$ cat src/rtl/regfile_rd2_wr1.sv
// regfile_rd2_wr1: 2**ADDR_W x DATA_W register file with one write port and
// two synchronous read ports. Register 0 is hardwired to zero. Reads complete
// in one cycle with an optional write-to-read bypass. There is no back-pressure.
//
// Ports:
//   clk, clr              clock; asynchronous active-high clear of all state
//   we, waddr, wdata      write port (a write to address 0 is discarded)
//   re_a, raddr_a         read request, port A
//   re_b, raddr_b         read request, port B
//   rdata_a, rvalid_a     registered read data and one-cycle valid pulse, port A
//   rdata_b, rvalid_b     registered read data and one-cycle valid pulse, port B
module regfile_rd2_wr1 #(
  parameter int DATA_W = 32,
  parameter int ADDR_W = 5,
  parameter int BYPASS = 1
) (
  input  logic              clk,
  input  logic              clr,
  input  logic              we,
  input  logic [ADDR_W-1:0] waddr,
  input  logic [DATA_W-1:0] wdata,
  input  logic              re_a,
  input  logic [ADDR_W-1:0] raddr_a,
  input  logic              re_b,
  input  logic [ADDR_W-1:0] raddr_b,
  output logic [DATA_W-1:0] rdata_a,
  output logic              rvalid_a,
  output logic [DATA_W-1:0] rdata_b,
  output logic              rvalid_b
);

  localparam int DEPTH = 1 << ADDR_W;

  logic [DATA_W-1:0] regs [DEPTH];
  logic [DEPTH-1:0]  wen;
  logic [DATA_W-1:0] next_a;
  logic [DATA_W-1:0] next_b;

  // One-hot per-register write enable. Bit 0 is never set, so regs[0] only
  // ever holds its reset value of zero.
  always_comb begin
    wen = '0;
    for (int i = 1; i < DEPTH; i++) begin
      wen[i] = we && (waddr == ADDR_W'(i));
    end
  end

  always_ff @(posedge clk or posedge clr) begin
    if (clr) begin
      for (int i = 0; i < DEPTH; i++) begin
        regs[i] <= '0;
      end
    end else begin
      for (int i = 0; i < DEPTH; i++) begin
        if (wen[i]) begin
          regs[i] <= wdata;
        end
      end
    end
  end

  // Read data selection. Address 0 is forced to zero explicitly.
  // With bypass enabled, a same-edge write to the read address wins over the
  // stored (pre-edge) contents.
  always_comb begin
    next_a = regs[raddr_a];
    if (raddr_a == '0) begin
      next_a = '0;
    end else if ((BYPASS != 0) && we && (waddr == raddr_a)) begin
      next_a = wdata;
    end
  end

  always_comb begin
    next_b = regs[raddr_b];
    if (raddr_b == '0) begin
      next_b = '0;
    end else if ((BYPASS != 0) && we && (waddr == raddr_b)) begin
      next_b = wdata;
    end
  end

  // Read data is held while the port is idle. The valid flag follows the
  // request with one cycle of delay.
  always_ff @(posedge clk or posedge clr) begin
    if (clr) begin
      rdata_a  <= '0;
      rdata_b  <= '0;
      rvalid_a <= 1'b0;
      rvalid_b <= 1'b0;
    end else begin
      rvalid_a <= re_a;
      rvalid_b <= re_b;
      if (re_a) begin
        rdata_a <= next_a;
      end
      if (re_b) begin
        rdata_b <= next_b;
      end
    end
  end

endmodule

$ cat config.mk
export PLATFORM = sky130hd
export DESIGN_NAME = regfile_rd2_wr1
export DESIGN_NICKNAME = d
export VERILOG_FILES = /design/src/rtl/regfile_rd2_wr1.sv
export SDC_FILE = /design/constraint.sdc
export NUM_CORES = 2
export LEC_CHECK = 0
export CORE_ASPECT_RATIO = 1.25
export CORE_UTILIZATION = 40
export DETAILED_ROUTE_END_ITERATION = 12
export GPL_ROUTABILITY_DRIVEN = 1
export SLEW_MARGIN = 5
export SYNTH_ARGS = -nofsm -noshare
export SYNTH_HDL_FRONTEND = slang
export SYNTH_SLANG_ARGS = --single-unit
$ cat constraint.sdc
create_clock -name clk -period 54.7 [get_ports clk]
set_input_delay 16.41 -clock clk [delete_from_list [all_inputs] [get_ports clk]]
set_output_delay 16.41 -clock clk [all_outputs]
set_load 0.01 [all_outputs]
==> flow_summary.toml <==
[outcome]
status = "complete, no violations"

[place]
gp_congestion = 0.829
io_buffer_count = 117
post-dp-hpwl_um = 109000

[sta]
fin_tns_setup_ns = 0
setup_violations = 0
fin_worst_skew_ns = 0.0182
period_minus_slack_ns = 20.17
clock.fmax_mhz = 49.6
final_max_slew_viol_count = 0
tightest_slew_ns = 1.32
fin_crit_sh_pct = 36.9
rsz0062_at_grt = "false"
hold_violations = 0
slew_headroom_pct = 11.4

[worst_setup_path]
worstSetupPathType = "in -> async"
crit_chain = "clkdlybuf4s50_1 -> inv_8 -> buf_4 -> buf_4 -> buf_4 -> buf_4"
end_kind = "asynchronous set/reset pin"
max_stage_delay_ns = 0.88
critPathLaunchType = "input pin"
required_ns = 55.47
worstPathArrival_ns = 20.93
reg2reg_slack_ns = 52.78
reg2regPathDepth = 5
slowest_stage = "buf_4"
worst-path-max-fanout = 108
r2r_end = "rdata_b[16]$_DFFE_PP0P_"
r2r-start = "regs[656]$_DFFE_PP0P_"
path_common_cell = "buf_4"

[layout]
utilization_pct = 45.1
multi_input_area_sq_mm = 0.0273
num-fill-cells = 12400
final_layout_size_suffix_gt1_share_pct = 37.2
mostFrequentLayoutCells = "dfrtp_1, mux2_2, mux4_2"
layout.cells.most_common = "dfrtp_1"
ff_latch_area_sq_mm = 0.0265
nets = 4141
area_growth_pct = 11.5

[power]
power.leakage_uw = 0.0263
power_density_mw_per_mm2 = 37.1
ir_drop_mv = 0.0275

[cts]
cts_resized = 0
htreeDepth = 3
cts.clk_slew.worst_paths_ns = 0.06
clkSinkCount = 1058
numCtsBuffers = 116
cts_buffer_depth = 3
root_buffer = "clkbuf_16"
holdBufCountCts = 0
tritoncts = "yes"
postCtsSetupRepairBufs = 0
worstSkewPairLatency_ns = 0.71

[routing]
first_pass_iters = 7
wl_met3_um = 14000
first_iter_violations = 3645
drc_errors = 0
routed.top_layer = "met5"
routed_wl_um = 191000
avgRoutedWirePerCell_um = 31.7
wl_met1_um = 78800
via_per_inst = 6.33
wl_met2_um = 89800
drt.antenna.violating_nets = 0
num_vias = 38200

[floorplan]
io_pins = 118
core_area_sq_mm = 0.138
row_count = 152
initial_core_util_pct = 40.4
die-area_sq_mm = 0.140
die_width_um = 335
die_h_um = 419

[yosys]
yosys.area.top_type = "dfrtp_1"
netlist-cell-type-count = 52
synth_area_leaders = "dfrtp_1, mux4_2, mux2_2"
yosysSeqAreaShare_pct = 47.6
ys_ff_latch = 1058
async_flop_share_pct = 100
syn_inst = 4189
ys.flop_type = "dfrtp_1"
synth_edf_count = 0
syn_area_per_cell_sq_um = 13.3
synth_nets = 4241
syn_area_sq_mm = 0.0556
netlist.area_leader.share_pct = 47.6
ys_warn_count = 0

[flow_run]
maxCapViolCount = 0

[global_routing]
grt_antenna_before_repair = 16
grt_max_degree = 160
track_usage_pct = 27.3
grt_pass1_wl_um = 278000
gr-total-overflow = 0
grt_pass1_vias = 38600

[min_path]
worst_hold_path.endpoint = "regs[802]$_DFFE_PP0P_"
min_from = "regs[802]$_DFFE_PP0P_"
hp-class = "reg -> reg"
worstHoldPathCells = 2
cell type report:
type	count	share of cell area [%]
multi-input cells	2670	44.1
diodes	5	0.0202
well taps	1848	3.73
flip-flops and latches	1058	42.7
repair buffers	216	3.17
clock inverters	23	0.448
clock buffers	185	5.66
inverters	27	0.176
worst max-delay path by stage:
| stage | startpoint | endpoint | cells after the start |
|---|---|---|---|
| finish | clr | regs[147]$_DFFE_PP0P_ | 6 |
| global route | clr | regs[147]$_DFFE_PP0P_ | 6 |
| CTS | clr | regs[19]$_DFFE_PP0P_ | 6 |
| detailed placement | clr | regs[107]$_DFFE_PP0P_ | 6 |
| global placement | clr | regs[147]$_DFFE_PP0P_ | 6 |
| floorplan | clr | rdata_a[0]$_DFFE_PP0P_ | 1 |
worst max-delay path: cells and delay by family:
| kind | cells | cell delay (ns) |
|---|---|---|
| buffers and inverters | 6 | 4.25 |
cell usage after synthesis, drive strengths merged, types with 9 or more instances:
library cell and count:
a211o 13, a211oi 39, a21oi 70, a221oi 26
a22o 12, a22oi 40, a31oi 17, a32oi 13
buf 145, clkbuf 289, dfrtp 1058, inv 26
mux2 809, mux2i 132, mux4 426, nand2 378
nand2b 9, nand3 35, nand4 22, nor2 40
nor2b 73, nor3 24, o21ai 334, o221ai 36
o22ai 45, o31ai 11, o41ai 15
cells by family (layout without fill, tap and decap cells):
group | count (synthesis) | in the layout | share of synthesized area (%)
muxes | 1367 | 1367 | 36.0
xor gates and xnor gates | 10 | 10 | 0.158
AOI/OAI and AO/OA | 691 | 691 | 7.69
DFF | 1058 | 1058 | 47.6
other | 0 | 5 | 0
and+or+nand+nor | 602 | 602 | 4.79
buffers and inverters | 461 | 451 | 3.69
through the flow:
step	cells	cell area, sq um	hold slack (ns)	worst slack [ns]	power (uW)
after floorplan	4189	55600	0.460	8.51	1370
after global placement	5819	58200	0.475	33.66	1500
after detailed placement	5819	58200	0.487	33.64	1520
after CTS	6027	62000	0.500	34.38	2310
after global routing	6030	62000	0.522	33.88	2390
final	6032	62000	0.498	34.54	2300
flip-flops by register name, summed over array words and instances, names as in the netlist:
signal / count
rdata_a: 32
rdata_b: 32
regs: 992
rvalid_a: 1
rvalid_b: 1
layer usage:
metal	track usage (%)	up-vias
li1	-	15600
met1	37.1	20600
met2	43.0	1535
met3	4.79	416
met4	11.6	12
met5	0	-
power breakdown:
part / switching (uW) / internal (uW) / leakage [uW]
clock network: 330 / 463 / 0.00186
logic: 197 / 262 / 0.0109
registers: 115 / 933 / 0.0136
total: 642 / 1660 / 0.0263
(Power assumes the default switching activity.)
